--- src/rtl/ov5640_cfg_ctrl.sv ---
// ov5640_cfg_ctrl
//   Power-up and register-configuration sequencer for the OV5640 camera.
//   On start it power-cycles the sensor (PWDN high, then reset low, then reset
//   released and an init wait). It then walks an external register table and
//   issues one SCCB write per entry through a req/ack handshake. It raises
//   cap_en only after the whole table has been written, which gates the DVP
//   capture datapath.
//
//   Build option: define OV5640_CFG_VERIFY_EN to read back every register
//   after its write acks. A readback mismatch or a read NACK counts as a
//   failed attempt and restarts that entry with the write.
//
// Ports
//   clk, rst            clock, asynchronous active-high reset
//   start               1-cycle pulse, (re)start the full sequence (ignored while busy)
//   cam_pwdn, cam_rst_n sensor power-down (1 = down) and hardware reset (active-low)
//   tbl_idx, tbl_entry  table index out; {reg_addr, reg_data} back one cycle later
//   sccb_req/rd/addr/wdata  request to the SCCB master, held until ack/nack
//   sccb_ack/nack/rdata     completion pulses and read data from the SCCB master
//   busy, cfg_done, cfg_err status; cfg_done/cfg_err stay set until next start/rst
//   cap_en              registered cfg_done & ~cfg_err
module ov5640_cfg_ctrl #(
  parameter int unsigned REG_NUM      = 250,
  parameter int unsigned T_PWDN_CYC   = 50000,
  parameter int unsigned T_RST_CYC    = 50000,
  parameter int unsigned T_INIT_CYC   = 1000000,
  parameter int unsigned DLY_UNIT_CYC = 50000,
  parameter int unsigned MAX_RETRY    = 3
) (
  input  logic        clk,
  input  logic        rst,
  input  logic        start,
  output logic        cam_pwdn,
  output logic        cam_rst_n,
  output logic [7:0]  tbl_idx,
  input  logic [23:0] tbl_entry,
  output logic        sccb_req,
  output logic        sccb_rd,
  output logic [15:0] sccb_addr,
  output logic [7:0]  sccb_wdata,
  input  logic        sccb_ack,
  input  logic        sccb_nack,
  input  logic [7:0]  sccb_rdata,
  output logic        busy,
  output logic        cfg_done,
  output logic        cfg_err,
  output logic        cap_en
);

  typedef enum logic [3:0] {
    S_IDLE, S_PWDN, S_RST, S_INIT, S_FETCH, S_LATCH,
    S_WRITE, S_READ, S_DELAY, S_NEXT, S_DONE, S_ERR
  } state_t;

  // The timing parameters are assumed to be at least 1 cycle each.
  localparam logic [7:0]  LAST_IDX    = 8'(REG_NUM - 1);
  localparam logic [7:0]  MAX_RETRY_L = 8'(MAX_RETRY);
  localparam logic [31:0] PWDN_LOAD   = 32'(T_PWDN_CYC - 1);
  localparam logic [31:0] RST_LOAD    = 32'(T_RST_CYC - 1);
  localparam logic [31:0] INIT_LOAD   = 32'(T_INIT_CYC - 1);

`ifdef OV5640_CFG_VERIFY_EN
  localparam bit VERIFY = 1'b1;
`else
  localparam bit VERIFY = 1'b0;
`endif

  state_t      state_q, state_d;
  logic [31:0] cnt_q, cnt_d;
  logic [7:0]  retry_q, retry_d;
  logic [7:0]  tbl_idx_q, tbl_idx_d;
  logic        cam_pwdn_q, cam_pwdn_d;
  logic        cam_rst_n_q, cam_rst_n_d;
  logic        sccb_req_q, sccb_req_d;
  logic        sccb_rd_q, sccb_rd_d;
  logic [15:0] sccb_addr_q, sccb_addr_d;
  logic [7:0]  sccb_wdata_q, sccb_wdata_d;
  logic        busy_q, busy_d;
  logic        cfg_done_q, cfg_done_d;
  logic        cfg_err_q, cfg_err_d;
  logic        cap_en_q, cap_en_d;

  // Completion pulses only count while a request is outstanding; a
  // simultaneous ack and nack is treated as a nack.
  logic xact_ok;
  logic xact_fail;
  logic is_delay_entry;

  assign is_delay_entry = (tbl_entry[23:8] == 16'hFFFF);
  assign xact_ok        = sccb_req_q & sccb_ack & ~sccb_nack;

`ifdef OV5640_CFG_VERIFY_EN
  assign xact_fail = sccb_req_q &
                     (sccb_nack | (sccb_ack & sccb_rd_q & (sccb_rdata != sccb_wdata_q)));
`else
  logic unused_rdata;
  assign unused_rdata = ^sccb_rdata;
  assign xact_fail    = sccb_req_q & sccb_nack;
`endif

  always_ff @(posedge clk or posedge rst) begin
    if (rst) begin
      state_q      <= S_IDLE;
      cnt_q        <= '0;
      retry_q      <= '0;
      tbl_idx_q    <= '0;
      cam_pwdn_q   <= 1'b1;
      cam_rst_n_q  <= 1'b0;
      sccb_req_q   <= 1'b0;
      sccb_rd_q    <= 1'b0;
      sccb_addr_q  <= '0;
      sccb_wdata_q <= '0;
      busy_q       <= 1'b0;
      cfg_done_q   <= 1'b0;
      cfg_err_q    <= 1'b0;
      cap_en_q     <= 1'b0;
    end else begin
      state_q      <= state_d;
      cnt_q        <= cnt_d;
      retry_q      <= retry_d;
      tbl_idx_q    <= tbl_idx_d;
      cam_pwdn_q   <= cam_pwdn_d;
      cam_rst_n_q  <= cam_rst_n_d;
      sccb_req_q   <= sccb_req_d;
      sccb_rd_q    <= sccb_rd_d;
      sccb_addr_q  <= sccb_addr_d;
      sccb_wdata_q <= sccb_wdata_d;
      busy_q       <= busy_d;
      cfg_done_q   <= cfg_done_d;
      cfg_err_q    <= cfg_err_d;
      cap_en_q     <= cap_en_d;
    end
  end

  always_comb begin
    state_d      = state_q;
    cnt_d        = cnt_q;
    retry_d      = retry_q;
    tbl_idx_d    = tbl_idx_q;
    cam_pwdn_d   = cam_pwdn_q;
    cam_rst_n_d  = cam_rst_n_q;
    sccb_req_d   = sccb_req_q;
    sccb_rd_d    = sccb_rd_q;
    sccb_addr_d  = sccb_addr_q;
    sccb_wdata_d = sccb_wdata_q;
    busy_d       = busy_q;
    cfg_done_d   = cfg_done_q;
    cfg_err_d    = cfg_err_q;
    cap_en_d     = cfg_done_q & ~cfg_err_q;

    case (state_q)
      S_IDLE, S_DONE, S_ERR: begin
        if (start) begin
          // Every start performs a full power cycle of the sensor.
          state_d     = S_PWDN;
          cnt_d       = PWDN_LOAD;
          cam_pwdn_d  = 1'b1;
          cam_rst_n_d = 1'b0;
          tbl_idx_d   = '0;
          busy_d      = 1'b1;
          cfg_done_d  = 1'b0;
          cfg_err_d   = 1'b0;
          cap_en_d    = 1'b0;
        end
      end

      S_PWDN: begin
        if (cnt_q == 32'd0) begin
          state_d    = S_RST;
          cnt_d      = RST_LOAD;
          cam_pwdn_d = 1'b0;
        end else begin
          cnt_d = cnt_q - 32'd1;
        end
      end

      S_RST: begin
        if (cnt_q == 32'd0) begin
          state_d     = S_INIT;
          cnt_d       = INIT_LOAD;
          cam_rst_n_d = 1'b1;
        end else begin
          cnt_d = cnt_q - 32'd1;
        end
      end

      S_INIT: begin
        if (cnt_q == 32'd0) begin
          state_d = S_FETCH;
        end else begin
          cnt_d = cnt_q - 32'd1;
        end
      end

      // tbl_idx is already stable here; the table answers one cycle later.
      S_FETCH: state_d = S_LATCH;

      S_LATCH: begin
        retry_d = '0;
        if (is_delay_entry) begin
          // DELAY always takes one cycle, plus reg_data*DLY_UNIT_CYC more,
          // so a zero delay costs nothing beyond the normal step.
          state_d = S_DELAY;
          cnt_d   = 32'(tbl_entry[7:0]) * DLY_UNIT_CYC;
        end else begin
          state_d      = S_WRITE;
          sccb_addr_d  = tbl_entry[23:8];
          sccb_wdata_d = tbl_entry[7:0];
          sccb_req_d   = 1'b1;
          sccb_rd_d    = 1'b0;
        end
      end

      S_WRITE, S_READ: begin
        if (!sccb_req_q) begin
          // Idle cycle after a failed attempt or a write->read switch.
          sccb_req_d = 1'b1;
          sccb_rd_d  = (state_q == S_READ);
        end else if (xact_fail) begin
          sccb_req_d = 1'b0;
          sccb_rd_d  = 1'b0;
          if (retry_q == MAX_RETRY_L) begin
            state_d   = S_ERR;
            busy_d    = 1'b0;
            cfg_err_d = 1'b1;
          end else begin
            retry_d = retry_q + 8'd1;
            state_d = S_WRITE;
          end
        end else if (xact_ok) begin
          sccb_req_d = 1'b0;
          sccb_rd_d  = 1'b0;
          state_d    = (VERIFY && state_q == S_WRITE) ? S_READ : S_NEXT;
        end
      end

      S_DELAY: begin
        if (cnt_q == 32'd0) begin
          state_d = S_NEXT;
        end else begin
          cnt_d = cnt_q - 32'd1;
        end
      end

      S_NEXT: begin
        if (tbl_idx_q == LAST_IDX) begin
          state_d    = S_DONE;
          busy_d     = 1'b0;
          cfg_done_d = 1'b1;
        end else begin
          tbl_idx_d = tbl_idx_q + 8'd1;
          state_d   = S_FETCH;
        end
      end

      default: state_d = S_IDLE;
    endcase
  end

  assign cam_pwdn   = cam_pwdn_q;
  assign cam_rst_n  = cam_rst_n_q;
  assign tbl_idx    = tbl_idx_q;
  assign sccb_req   = sccb_req_q;
  assign sccb_rd    = sccb_rd_q;
  assign sccb_addr  = sccb_addr_q;
  assign sccb_wdata = sccb_wdata_q;
  assign busy       = busy_q;
  assign cfg_done   = cfg_done_q;
  assign cfg_err    = cfg_err_q;
  assign cap_en     = cap_en_q;

endmodule

--- config.mk ---
export PLATFORM = sky130hd
export DESIGN_NAME = ov5640_cfg_ctrl
export DESIGN_NICKNAME = d
export VERILOG_FILES = /design/src/rtl/ov5640_cfg_ctrl.sv
export SDC_FILE = /design/constraint.sdc
export NUM_CORES = 1
export LEC_CHECK = 0
export CORE_ASPECT_RATIO = 1.4
export CORE_MARGIN = 3
export CORE_UTILIZATION = 46
export CTS_CLUSTER_SIZE = 8
export DETAILED_ROUTE_END_ITERATION = 10
export HOLD_SLACK_MARGIN = 0.12
export PLACE_DENSITY = 0.68
export SYNTH_ARGS = -nofsm -noshare
export SYNTH_HDL_FRONTEND = slang
export SYNTH_SLANG_ARGS = --single-unit
--- constraint.sdc ---
create_clock -name clk -period 2.98 [get_ports clk]
set_input_delay 0.298 -clock clk [delete_from_list [all_inputs] [get_ports clk]]
set_output_delay 0.298 -clock clk [all_outputs]
set_load 0.01 [all_outputs]
==> qor.csv <==
stage,metric,value,unit
outcome,status,finished with violations,
outcome,violations,setup timing,
placed_design,dpl_cell_area,0.00760,mm^2
setup_path,cp_data_required_time,3200,ps
pwr,cellPowerDensity,831,mW/mm^2
global_routing,grt_max_degree,35,
sta,setup_viol,10,
global_routing,antenna_found_initial,0,
pwr,p_leak,3.56,nW
detailed_routing,wirelength,16900,um
worst_hold_path,hp-class,in -> async,
sta,tightest_slew,603,ps
setup_path,crit_path_frequent_cell,ha_4,
setup_path,cpPeakStageDelay,540,ps
sta,min_period,3340,ps
global_routing,grt_pass1_wl,27900,um
sta,finalClockSkew,9.58,ps
setup_path,arrival,3570,ps
clock_network,cts_root_buf,clkbuf_16,
yosys,synth_seq_cells,84,
clock_network,cts_buffers,9,
floorplanning,initial_core_util,47.1,%
sta,slew_headroom,59.8,%
floorplanning,io_pins,77,
sta,hold_ws,320,ps
floorplanning,core,0.0129,mm^2
placed_design,port-buffer-count,68,
sta,rsz0062_at_grt,yes,
clock_network,clk_latency,350,ps
sta,hold_viol_final,0,
yosys,synth_flop_cell,dfrtp_1,
setup_path,reg2reg_from,cnt_q[0]$_DFFE_PP0P_,
layout,final_nets,892,
clock_network,cts_tree,built,
yosys,synth_edf_count,0,
run,drv_cap,0,
layout,fin_area,0.00808,mm^2
sta,max_freq,299,MHz
yosys,netlist_area,0.00606,mm^2
detailed_routing,drt_iter0_drc,283,
yosys,ys_warn_count,0,
placed_design,routabilityCongestion,0.872,
detailed_routing,ant_nets,0,
detailed_routing,dr.pass1.iters,5,
sta,drv_slew,0,
detailed_routing,num_vias,5583,
layout,regArea,0.00210,mm^2
layout,final_common_cell,dfrtp_1,
setup_path,slowest_stage,fa_1,
detailed_routing,drc_errors,0,
clock_network,htree_levels,3,
clock_network,postCtsHoldBufs,0,
detailed_routing,routed_via_density,5.91,
setup_path,worst_setup_path_start_kind,primary input,
global_routing,gr-total-overflow,0,
yosys,async_flop_share,100,%
sta,setup_ws,-364,ps
global_routing,grt_pass1_vias,5813,
clock_network,clockBufferDepth,2,
yosys,yosysSeqAreaShare,34.7,%
clock_network,cts.clk_slew.worst_paths,70,ps
pwr,vdd_drop_max,0.457,mV
detailed_routing,wire_per_inst,17.9,um
layout,layout-drive-gt1-share,24.3,%
setup_path,rr_worst_depth,10,
global_routing,grt.total_usage,24.1,%
setup_path,rr_endpoint,cnt_q[6]$_DFFE_PP0P_,
floorplanning,die_y,142,um
floorplanning,dieArea,0.0146,mm^2
yosys,syn_nets,750,
yosys,synth_cells,644,
clock_network,clock-sinks,84,
floorplanning,rows,49,
setup_path,worst-path-max-fanout,4,
floorplanning,die_w,103,um
setup_path,rrSetupSlack,140,ps
setup_path,crit_chain,buf_8 > buf_6 > ha_4 > inv_2 > fa_1 > inv_2 > fa_1 > ha_4 > ha_4 > o211ai_1 > o211ai_1 > a21oi_2 > o31ai_4 > a2111oi_4 > a41oi_2 > o21ai_1,
setup_path,cp-end-kind,flip-flop,
yosys,synth.distinct_cells,72,
yosys,syn_avg_cell_area,9.41,um^2
layout,num_antenna_cells,0,
layout,multi_input_area,0.00408,mm^2
layout,fillers,1078,
layout,syn2layout_area_growth,33.2,%
layout,final_cell_mix,"dfrtp_1 (83), buf_4 (79), nor2_1 (63), clkdlybuf4s50_1 (61), nand2_1 (47)",
sta,period_share,112,%
placed_design,dp_hpwl,13100,um
setup_path,timing_worst_setup_path_type,in -> reg,
==> timing repair <==
item | 4_1_cts | 5_1_grt
buffers inserted | 4 | 1
resized for setup | 41 | 22
pin swaps | 30 | 10
endpoints found under the setup margin | 13 | 15
==> registers in the layout, indices dropped and copies added (netlist names) <==
register,flops
busy,1
cam_pwdn,1
cam_rst_n,1
cap_en,1
cfg_done,1
cfg_err,1
cnt_q,32
retry_q,8
sccb_addr,16
sccb_rd,1
sccb_req,1
sccb_wdata,8
state_q,4
tbl_idx,8
==> routing by layer <==
metal  track usage (%)  vias to the layer above  part of all wire [%]
met2              45.7                      167                    56
li1                  -                     2652                     -
met1              26.3                     2730                    38
met5                 0                        -                     0
met4              8.80                        0                   3.0
met3              3.49                       34                   3.6
==> Yosys cell counts, types with 14 or more instances <==
cell type  count  area [um^2]
dfrtp_1       83         2080
nor2_1        65          244
ha_1          57          713
nand2_1       47          176
o21ai_0       47          235
a21oi_1       39          195
inv_1         27          101
mux2_2        23          259
xnor2_1       19          166
nor3_1        18         90.1
or3_1         16          100
clkbuf_1      15         56.3
nand3_1       14         70.1
==> area by class of cell <==
type                       instances  area share, %
multi-input combinational        512           50.5
sequential                        84           26.0
timing repair buffer             151           16.3
clock buffer                       9           2.79
tap                              153           2.37
inverter                          28           1.32
clock inverter                     7          0.713
==> cell families after synthesis <==
family	after synthesis	share of synthesized area, %
simple gates	224	19.7
buf+inv	48	3.16
flops	84	34.7
mux	27	5.18
compound gates	161	17.1
fa+ha+maj	69	15.7
xor+xnor	31	4.48
==> metrics by stage <==
step,setup TNS (ps),std cells,power [mW],setup WS (ps),utilization [%]
global placement,-12000,923,5.31,-1100,59.1
finish,-2910,944,6.71,-364,62.7
global route,-4570,944,7.19,-535,62.7
floorplan,-2590,644,4.00,-468,-
CTS,-2890,943,6.62,-384,61.9
detailed placement,-12870,923,5.42,-1200,59.1
==> worst max-delay path: cells and delay by family <==
family	cells	cell delay, ps
fa+ha+maj	5	1780
buf+inv	4	290
compound gates	7	1180
==> power breakdown <==
group          internal (mW)  total [mW]  switching (mW)
registers               1.47        1.79           0.326
clock network          0.577        1.10           0.520
logic                   1.85        3.82            1.96
total                   3.90        6.71            2.81
==> worst max path at each step <==
stage | start | endpoint | slack, ps | depth (start not counted)
finish | tbl_entry[4] | cnt_q[23]$_DFFE_PP0P_ | -360 | 16
global route | tbl_entry[4] | cnt_q[23]$_DFFE_PP0P_ | -540 | 16
CTS | tbl_entry[4] | cnt_q[15]$_DFFE_PP0P_ | -380 | 15
detailed placement | tbl_entry[2] | cnt_q[23]$_DFFE_PP0P_ | -1200 | 15
global placement | tbl_entry[4] | cnt_q[20]$_DFFE_PP0P_ | -1100 | 15
floorplan | tbl_entry[4] | cnt_q[20]$_DFFE_PP0P_ | -470 | 14
(Power assumes the default switching activity.)
